`src/rtl/msrv32_fetch_flush_ctrl_if.sv`:
```
// rtl/msrv32_fetch_flush_ctrl_if.sv - fetch sequencer memory, redirect and mux signal bundle
interface msrv32_fetch_flush_ctrl_if #(
  parameter int CNT_W = 16
);
  logic              ms_riscv32_mp_instr_hready_in;
  logic [31:0]       ms_riscv32_mp_instr_in;
  logic              branch_taken_in;
  logic              trap_taken_in;
  logic              stall_in;
  logic              flush_out;
  logic [31:0]       instr_out;
  logic              instr_req_out;
  logic              pc_en_out;
  logic              instr_valid_out;
  logic [CNT_W-1:0]  flush_count_out;

  modport master (
    input  ms_riscv32_mp_instr_hready_in, ms_riscv32_mp_instr_in,
    input  branch_taken_in, trap_taken_in, stall_in,
    output flush_out, instr_out, instr_req_out, pc_en_out,
    output instr_valid_out, flush_count_out
  );

  modport slave (
    output ms_riscv32_mp_instr_hready_in, ms_riscv32_mp_instr_in,
    output branch_taken_in, trap_taken_in, stall_in,
    input  flush_out, instr_out, instr_req_out, pc_en_out,
    input  instr_valid_out, flush_count_out
  );
endinterface

```
`src/rtl/msrv32_fetch_flush_ctrl.sv`:
```
// rtl/msrv32_fetch_flush_ctrl.sv - instruction fetch sequencer with flush bubbles and stall hold
module msrv32_fetch_flush_ctrl #(
  parameter int RESET_FLUSH  = 2,
  parameter int FLUSH_CYCLES = 1,
  parameter int CNT_W        = 16
) (
  input  logic                      ms_riscv32_mp_clk_in,
  input  logic                      ms_riscv32_mp_rst_in,
  msrv32_fetch_flush_ctrl_if.master bus
);
  localparam int MAX_C  = (RESET_FLUSH > FLUSH_CYCLES) ? RESET_FLUSH : FLUSH_CYCLES;
  localparam int CW_RAW = $clog2(MAX_C + 1);
  localparam int CW     = (CW_RAW > 3) ? CW_RAW : 3;
  localparam logic [CW-1:0] RST_LOAD   = CW'(RESET_FLUSH - 1);
  localparam logic [CW-1:0] REDIR_LOAD = CW'((FLUSH_CYCLES > 0) ? FLUSH_CYCLES - 1 : 0);
  localparam logic [31:0]   NOP        = 32'h0000_0013;

  typedef enum logic [1:0] {ST_RST, ST_FETCH, ST_HOLD, ST_REDIR} state_t;

  state_t           state;
  logic [CW-1:0]    cnt;
  logic [31:0]      hold_reg;
  logic [CNT_W-1:0] flush_count;
  logic             redirect;
  logic             flush;
  logic             req;
  logic             pc_en;

  assign redirect = bus.branch_taken_in | bus.trap_taken_in;

  always_comb begin
    flush = 1'b0;
    req   = 1'b0;
    pc_en = 1'b0;
    case (state)
      ST_RST:   flush = 1'b1;
      ST_FETCH: begin
        req   = 1'b1;
        flush = ~bus.ms_riscv32_mp_instr_hready_in;
        pc_en = bus.ms_riscv32_mp_instr_hready_in & ~bus.stall_in;
      end
      ST_HOLD:  pc_en = ~bus.stall_in;
      ST_REDIR: begin
        req   = 1'b1;
        flush = 1'b1;
      end
      default:  flush = 1'b1;
    endcase
    // Redirect overrides stall and hready: the PC must load the target now.
    if (state != ST_RST && redirect) begin
      flush = 1'b1;
      pc_en = 1'b1;
    end
  end

  always_ff @(posedge ms_riscv32_mp_clk_in) begin
    if (!ms_riscv32_mp_rst_in) begin
      state       <= ST_RST;
      cnt         <= RST_LOAD;
      hold_reg    <= NOP;
      flush_count <= '0;
    end else begin
      if (flush && flush_count != '1)
        flush_count <= flush_count + CNT_W'(1);
      if (state == ST_RST) begin
        if (cnt == '0) state <= ST_FETCH;
        else           cnt   <= cnt - CW'(1);
      end else if (redirect) begin
        hold_reg <= NOP;
        cnt      <= REDIR_LOAD;
        state    <= (FLUSH_CYCLES == 0) ? ST_FETCH : ST_REDIR;
      end else begin
        case (state)
          ST_FETCH: if (bus.ms_riscv32_mp_instr_hready_in && bus.stall_in) begin
            hold_reg <= bus.ms_riscv32_mp_instr_in;
            state    <= ST_HOLD;
          end
          ST_HOLD:  if (!bus.stall_in) state <= ST_FETCH;
          ST_REDIR: begin
            if (cnt == '0) state <= ST_FETCH;
            else           cnt   <= cnt - CW'(1);
          end
          default:  state <= ST_RST;
        endcase
      end
    end
  end

  assign bus.flush_out       = flush;
  assign bus.instr_req_out   = req;
  assign bus.pc_en_out       = pc_en;
  assign bus.instr_valid_out = ~flush;
  assign bus.flush_count_out = flush_count;
  assign bus.instr_out       = (state == ST_HOLD || state == ST_RST) ? hold_reg
                                                                     : bus.ms_riscv32_mp_instr_in;
endmodule

```
`src/flat_wrapper.sv`:
```
// flat-port wrapper written by rule: the top's interface ports become plain ports
module msrv32_fetch_flush_ctrl_flat 
#(
  parameter int RESET_FLUSH  = 2,
  parameter int FLUSH_CYCLES = 1,
  parameter int CNT_W        = 16
)
  (ms_riscv32_mp_clk_in, ms_riscv32_mp_rst_in, bus_ms_riscv32_mp_instr_hready_in, bus_ms_riscv32_mp_instr_in, bus_branch_taken_in, bus_trap_taken_in, bus_stall_in, bus_flush_out, bus_instr_out, bus_instr_req_out, bus_pc_en_out, bus_instr_valid_out, bus_flush_count_out);
  msrv32_fetch_flush_ctrl_if #(.CNT_W(CNT_W)) bus_i ();
  input  logic ms_riscv32_mp_clk_in;
  input  logic ms_riscv32_mp_rst_in;
  input wire logic [$bits(bus_i.ms_riscv32_mp_instr_hready_in)-1:0] bus_ms_riscv32_mp_instr_hready_in;
  input wire logic [$bits(bus_i.ms_riscv32_mp_instr_in)-1:0] bus_ms_riscv32_mp_instr_in;
  input wire logic [$bits(bus_i.branch_taken_in)-1:0] bus_branch_taken_in;
  input wire logic [$bits(bus_i.trap_taken_in)-1:0] bus_trap_taken_in;
  input wire logic [$bits(bus_i.stall_in)-1:0] bus_stall_in;
  output wire logic [$bits(bus_i.flush_out)-1:0] bus_flush_out;
  output wire logic [$bits(bus_i.instr_out)-1:0] bus_instr_out;
  output wire logic [$bits(bus_i.instr_req_out)-1:0] bus_instr_req_out;
  output wire logic [$bits(bus_i.pc_en_out)-1:0] bus_pc_en_out;
  output wire logic [$bits(bus_i.instr_valid_out)-1:0] bus_instr_valid_out;
  output wire logic [$bits(bus_i.flush_count_out)-1:0] bus_flush_count_out;
  assign bus_i.ms_riscv32_mp_instr_hready_in = bus_ms_riscv32_mp_instr_hready_in;
  assign bus_i.ms_riscv32_mp_instr_in = bus_ms_riscv32_mp_instr_in;
  assign bus_i.branch_taken_in = bus_branch_taken_in;
  assign bus_i.trap_taken_in = bus_trap_taken_in;
  assign bus_i.stall_in = bus_stall_in;
  assign bus_flush_out = bus_i.flush_out;
  assign bus_instr_out = bus_i.instr_out;
  assign bus_instr_req_out = bus_i.instr_req_out;
  assign bus_pc_en_out = bus_i.pc_en_out;
  assign bus_instr_valid_out = bus_i.instr_valid_out;
  assign bus_flush_count_out = bus_i.flush_count_out;
  msrv32_fetch_flush_ctrl #(.RESET_FLUSH(RESET_FLUSH), .FLUSH_CYCLES(FLUSH_CYCLES), .CNT_W(CNT_W)) u_core (.ms_riscv32_mp_clk_in(ms_riscv32_mp_clk_in), .ms_riscv32_mp_rst_in(ms_riscv32_mp_rst_in), .bus(bus_i));
endmodule
```
`config.mk`:
```
export PLATFORM = sky130hd
export DESIGN_NAME = msrv32_fetch_flush_ctrl_flat
export DESIGN_NICKNAME = d
export VERILOG_FILES = /design/src/rtl/msrv32_fetch_flush_ctrl_if.sv /design/src/rtl/msrv32_fetch_flush_ctrl.sv /design/src/flat_wrapper.sv
export SDC_FILE = /design/constraint.sdc
export NUM_CORES = 1
export LEC_CHECK = 0
export BUFFER_PORTS_ARGS = -buffer_cell sky130_fd_sc_hd__buf_4
export CORE_MARGIN = 2
export CORE_UTILIZATION = 36
export CTS_BUF_LIST = sky130_fd_sc_hd__clkbuf_16
export CTS_CLUSTER_SIZE = 28
export DETAILED_ROUTE_END_ITERATION = 10
export GPL_ROUTABILITY_DRIVEN = 0
export PLACE_DENSITY = 0.68
export SYNTH_ARGS = -nofsm -noshare
export SYNTH_HDL_FRONTEND = slang
export SYNTH_SLANG_ARGS = --single-unit
```
`constraint.sdc`:
```
create_clock -name ms_riscv32_mp_clk_in -period 4.1 [get_ports ms_riscv32_mp_clk_in]
set_clock_uncertainty 0.2 [all_clocks]
set_input_delay 1.23 -clock ms_riscv32_mp_clk_in [delete_from_list [all_inputs] [get_ports ms_riscv32_mp_clk_in]]
set_output_delay 1.23 -clock ms_riscv32_mp_clk_in [all_outputs]
set_load 0.02 [all_outputs]
```
==> flow_metrics.tcl, run 1 <==
set metrics [dict create \
    outcome "complete, no violations" \
    clock_latency_ns 0.28 \
    placeableCoreArea_um2 7250 \
    crit_top_cell "buf_4" \
    slew_headroom_pct 47.1 \
    rows 31 \
    setup_viol 0 \
    synth_most_common_cell "dfxtp_1" \
    firstDrtPassIters 4 \
    vias 2479 \
    postCtsHoldBufs 0 \
    cts_root_buf "clkbuf_16" \
    rsz0062_at_grt "false" \
    cts.repair.resized 0 \
    ys_types 43 \
    min_path_cells 2 \
    path_cells "inv_1 -> ha_1 -> nor2_2 -> buf_4 -> mux2_2 -> buf_4" \
    ant_nets 0 \
    arrival_ns 2.20 \
    initial_core_util_pct 37.1 \
    critPathRequiredTime_ns 2.67 \
    cp_max_fo 32 \
    multiInputGateArea_um2 1480 \
    first_global_vias 2385 \
    cpMaxStageDelayCell "dfxtp_1" \
    hold_start "u_core.bus.flush_count_out[15]" \
    syn_nets 338 \
    clk_pin_slew_worst_paths_ns 0.06 \
    finalCritPeriodShare_pct 88.4 \
    nFillCells 725 \
    antenna_cells 0 \
    cpPeakStageDelay_ns 0.40 \
    synth_area_leaders "dfxtp_1, mux2_2, a22oi_1" \
    critPathKind "reg -> out" \
    cts_buffers 5 \
    portBuffers 89 \
    period_needed_ns 3.63 \
    syn-cell-area_um2 2690 \
    p_leak_nw 1.48 \
    yosysTopAreaCell "dfxtp_1" \
    ir_drop_v 0.000265 \
    dpl.hpwl_um 4610 \
    fin_nets 418 \
    maxCapViolations 0 \
    yosysSeqAreaShare_pct 39.4 \
    dieArea_um2 8190 \
    grt-ovfl-total 0 \
    synth_top_area_share_pct 39.4 \
    syn_to_final_growth_pct 32.5 \
    ys.flop_type "dfxtp_1" \
    tightest_slew_ns 0.792 \
    worstRegToRegCells 6 \
    slew_viol_final 0 \
    ys_ff_latch 53 \
    numClockSinks 53 \
    total_power_mw 2.14 \
    seqCellArea_um2 1060 \
    drt_iter0_drc 83 \
    synth-edff-count 0 \
    htree_levels 2 \
    via_per_inst 5.26 \
    chipWidth_um 90.5 \
    drive_gt1_share_pct 37.6 \
    grt_max_degree 47 \
    hold_viol 0 \
    pin_count 90 \
    route.detailed.drc 0 \
    endpoint_kind "output port" \
    final_area_um2 3570 \
    cts_tree "done" \
    dieHeight_um 90.5 \
    hold_class "reg -> reg" \
    antenna_found_initial 0 \
    ys_top_cells_by_count "dfxtp_1, nor2_1, mux2_2, a22oi_1, a21oi_1" \
    rrSetupSlack_ns 1.71 \
    wl_um 6500 \
    synth.avg_cell_area_um2 9.25 \
    postCtsSetupBuffers 0 \
    cts_buffer_depth 2 \
    grt_pass1_wl_um 10700 \
    placed_area_um2 3400 \
    hold_end "u_core.bus.flush_count_out[15]" \
    synthArstFlopShare_pct 0 \
    r2r_end "u_core.bus.flush_count_out[14]" \
    avgRoutedWirePerCell_um 13.8 \
    fmax_ghz 0.276 \
    netlist_instances 291 \
    largest_reg_flops 32 \
    track_usage_pct 15.4 \
    r2r-start "u_core.state[0]" \
    p_per_area_nw_per_um2 600 \
    setup_tns_ns 0 \
    critPathLaunchType "register" \
    ys_warn_count 0 \
]
==> worst max path at each step <==
stage,startpoint,endpoint,slack [ns]
2_1_floorplan,bus_trap_taken_in,bus_flush_out,0.56
3_3_place_gp,bus_trap_taken_in,bus_flush_out,0.48
3_5_place_dp,bus_trap_taken_in,bus_flush_out,0.49
4_1_cts,u_core.state[0],bus_instr_out[21],0.44
5_1_grt,u_core.state[0],bus_instr_out[26],0.32
6_report,u_core.state[0],bus_instr_out[20],0.47
==> kinds of logic after synthesis <==
kind of cell,count (synthesis),synth area share (%)
xor+xnor,2,0.651
flops,53,39.4
fa+ha+maj,9,4.18
buf+inv,31,5.72
mux,37,15.2
simple gates,87,16.6
compound gates,72,18.2
==> metal layers <==
metal | global-route usage (%) | up-vias | wire, µm
met5 | 0 | - | 0
met4 | 5.77 | 0 | 97
met3 | 2.67 | 9 | 189
met2 | 27.3 | 44 | 3330
met1 | 18.4 | 1194 | 2880
li1 | - | 1232 | -
==> cells in the final DEF (no fill, tap or decap), types with 3 or more instances in the layout <==
master,Yosys,routed
a21oi_1,14,14
a22oi_1,30,30
and3_1,3,3
and4_1,3,3
buf_4,2,92
clkbuf_16,0,5
dfxtp_1,53,53
ha_1,9,9
inv_1,11,11
mux2_2,32,32
mux2i_1,5,5
nand2_1,8,8
nand2b_1,4,4
nand3_1,9,9
nor2_1,36,35
nor4_1,4,4
o21ai_0,10,10
o31ai_1,4,4
o41ai_1,4,4
or3_1,5,5
or4_1,5,5
==> stage by stage <==
stage	worst slack (ns)	util, %	std cells	hold slack [ns]
detailed placement	0.493	46.9	463	0.279
global placement	0.484	46.9	463	0.272
global route	0.316	49.2	471	0.329
floorplan	0.564	-	291	0.258
finish	0.475	49.2	471	0.286
CTS	0.439	49.2	471	0.290
==> where the power goes <==
part,leakage [nW],internal [mW],total [mW],switching [mW]
Sequential,0.429,0.548,0.580,0.0323
Combinational,0.973,0.483,1.09,0.611
Clock,0.0775,0.286,0.467,0.182
==> final cells by class <==
class / count / share of cell area [%]
inverters: 12 / 1.26
repair buffers: 92 / 19.4
clock buffers: 5 / 3.51
well taps: 99 / 3.47
multi-input cells: 207 / 41.5
clock inverters: 3 / 1.16
flip-flops and latches: 53 / 29.7
==> worst max-delay path, delay by kind of cell, from the launching register on <==
kind	cells	cell delay [ns]
multiplexers	1	0.40
AND/OR/NAND/NOR	1	0.12
adder cells (fa/ha/maj)	1	0.34
flip-flops	1	0.40
buffers and inverters	3	0.64
No activity file was read; power rests on OpenSTA's default activity.
==> inputs of run 2 (changes only) <==
--- a/config.mk
+++ b/config.mk
@@ -5,14 +5,17 @@
 export SDC_FILE = /design/constraint.sdc
 export NUM_CORES = 1
 export LEC_CHECK = 0
+export ABC_AREA = 1
 export BUFFER_PORTS_ARGS = -buffer_cell sky130_fd_sc_hd__buf_4
 export CORE_MARGIN = 2
 export CORE_UTILIZATION = 36
 export CTS_BUF_LIST = sky130_fd_sc_hd__clkbuf_16
+export CTS_CLUSTER_DIAMETER = 150
 export CTS_CLUSTER_SIZE = 28
 export DETAILED_ROUTE_END_ITERATION = 10
 export GPL_ROUTABILITY_DRIVEN = 0
-export PLACE_DENSITY = 0.68
+export PLACE_DENSITY = 0.67
+export REMOVE_ABC_BUFFERS = 1
 export SYNTH_ARGS = -nofsm -noshare
 export SYNTH_HDL_FRONTEND = slang
 export SYNTH_SLANG_ARGS = --single-unit
==> flow_metrics.tcl, run 2 <==
set metrics [dict create \
    syn-cell-area_um2 2990 \
    yosysSeqAreaShare_pct 35.5 \
    p_switching_uw 797 \
    path_cells "inv_1 -> ha_1 -> nor2_2 -> buf_4 -> nand2_1 -> o21ai_0 -> buf_4" \
    p_per_area_nw_per_um2 487 \
    ys_top_cells_by_count "nand2_1, dfxtp_1, o21ai_0, a21oi_1, inv_1" \
    slew_viol_final 0 \
    first_global_vias 2748 \
    worstRegToRegCells 9 \
    seqCellArea_um2 1060 \
    clockPowerShare_pct 22.2 \
    antenna_cells 0 \
    multiInputGateArea_um2 1680 \
    maxCapViolations 0 \
    synth_top_area_share_pct 35.5 \
    cpPeakStageDelay_ns 0.42 \
    p_sw_share_pct 42.4 \
    grt_max_degree 32 \
    chipWidth_um 95.1 \
    rrSetupSlack_ns 1.70 \
    tightest_slew_ns 0.655 \
    synthArstFlopShare_pct 0 \
    ant_nets 0 \
    rsz0062_at_grt "false" \
    ys.flop_type "dfxtp_1" \
    critPathLaunchType "register" \
    wl_met3_um 589 \
    cts.repair.resized 0 \
    synth_area_leaders "dfxtp_1, nand2_1, o21ai_0" \
    vias 3135 \
    synth-edff-count 0 \
    rows 33 \
    hold_end "u_core.hold_reg[0]" \
    ys_ff_latch 53 \
    slew_headroom_pct 56.3 \
    postCtsHoldBufs 0 \
    power_frac_comb_pct 47.0 \
    clock_latency_ns 0.29 \
    period_needed_ns 3.65 \
    endpoint_kind "output port" \
    route.detailed.drc 0 \
    cts_tree "done" \
    pin_count 90 \
    netlist_instances 460 \
    setup_viol 0 \
    final_common_cell "nand2_1" \
    ir_drop_v 0.000304 \
    hold_class "reg -> reg" \
    numClockSinks 53 \
    drive_gt1_share_pct 24.4 \
    most-common-layout-cells "nand2_1, buf_4, dfxtp_1" \
    r2r-start "u_core.state[0]" \
    outcome "complete, no violations" \
    hold_start "u_core.hold_reg[0]" \
    ys_warn_count 0 \
    cts_buffers 5 \
    critPathRequiredTime_ns 2.67 \
    dieArea_um2 9050 \
    p_seq_share_pct 30.9 \
    wl_um 7800 \
    placed_area_um2 3720 \
    nFillCells 843 \
    drt_iter0_drc 141 \
    htree_levels 2 \
    initial_core_util_pct 36.7 \
    synth.avg_cell_area_um2 6.50 \
    avgRoutedWirePerCell_um 12.1 \
    finalCritPeriodShare_pct 88.9 \
    arrival_ns 2.22 \
    placeableCoreArea_um2 8130 \
    setup_tns_ns 0 \
    via_per_inst 4.86 \
    wl_met2_um 3550 \
    min_path_cells 2 \
    m1WireLength_um 3600 \
    syn_to_final_growth_pct 29.3 \
    portBuffers 89 \
    r2r_end "u_core.hold_reg[8]" \
    dpl.hpwl_um 5420 \
    fin_nets 586 \
    clk_pin_slew_worst_paths_ns 0.07 \
    ys_types 30 \
    cts_root_buf "clkbuf_16" \
    p_int_mw 1.08 \
    maxUsedRoutingLayer "met4" \
    cp_max_fo 26 \
    hold_viol 0 \
    synth_most_common_cell "nand2_1" \
    antenna_found_initial 0 \
    fmax_ghz 0.274 \
    dieHeight_um 95.1 \
    largest_reg_flops 32 \
    grt_pass1_wl_um 12600 \
    postCtsSetupBuffers 0 \
    yosysTopAreaCell "dfxtp_1" \
    cpMaxStageDelayCell "dfxtp_1" \
    final_area_um2 3860 \
    track_usage_pct 17.0 \
    grt-ovfl-total 0 \
    firstDrtPassIters 4 \
    cts_buffer_depth 2 \
    p_leak_nw 1.74 \
    crit_top_cell "buf_4" \
    critPathKind "reg -> out" \
]
==> run 2: cell types whose count changed after synthesis, sizes merged, moves of 5 or more <==
cell,previous run,this run
a22oi,30,0
o21ai,13,44
inv,12,37
mux2,32,2
a21oi,15,45
nand2,8,183
clkbuf,6,11
or3,5,0
mux2i,5,0
or4,5,0
==> run 2: worst max-delay path by stage <==
stage	from	end	slack [ns]	depth (start not counted)
after floorplan	u_core.state[0]	bus_instr_out[1]	0.18	4
after global placement	bus_trap_taken_in	bus_instr_valid_out	0.51	5
after detailed placement	bus_trap_taken_in	bus_instr_valid_out	0.50	5
after CTS	u_core.state[0]	bus_instr_out[4]	0.43	7
after global routing	u_core.state[0]	bus_instr_out[4]	0.26	7
final	u_core.state[0]	bus_instr_out[4]	0.45	7
==> run 2: stage by stage <==
stage	setup WS (ns)	power, mW	hold slack [ns]	util [%]	cells
finish	0.454	1.88	0.259	47.5	645
global route	0.256	2.01	0.276	47.5	645
CTS	0.431	1.90	0.260	47.5	645
detailed placement	0.504	1.48	0.248	45.7	637
global placement	0.512	1.47	0.240	45.7	637
floorplan	0.178	1.11	0.225	-	438
==> run 2: cells by family after synthesis <==
logic type	Yosys count	synth area share [%]
AO/OA/AOI/OAI	95	17.8
multiplexers	2	0.753
XOR/XNOR	6	1.76
buffers and inverters	60	8.58
flip-flops	53	35.5
adder cells (fa/ha/maj)	9	3.77
AND/OR/NAND/NOR	235	31.9
==> run 2: power by group through the flow <==
| stage | clock network (mW) | registers, mW | logic (mW) |
|---|---|---|---|
| after floorplan | 0 | 0.598 | 0.515 |
| after global placement | 0 | 0.590 | 0.876 |
| after detailed placement | 0 | 0.592 | 0.889 |
| after CTS | 0.434 | 0.581 | 0.890 |
| after global routing | 0.449 | 0.586 | 0.970 |
| final | 0.417 | 0.580 | 0.884 |
==> run 2: layout make-up <==
type	instances	share of cell area, %
clock buffers	5	3.24
clock inverters	3	0.551
inverters	38	3.69
multi-input cells	347	43.4
flip-flops and latches	53	27.5
well taps	105	3.40
repair buffers	94	18.3
==> run 2: worst max-delay path, delay by kind of cell (launching register included) <==
kind | cells | cell delay, ns
compound gates | 1 | 0.13
fa+ha+maj | 1 | 0.24
buf+inv | 3 | 0.68
flops | 1 | 0.42
simple gates | 2 | 0.45
==> run 2: routing by layer <==
layer | GRT usage [%] | vias up
met5 | 0 | -
met4 | 3.50 | 0
met3 | 3.00 | 7
met2 | 28.4 | 100
met1 | 22.9 | 1415
li1 | - | 1613
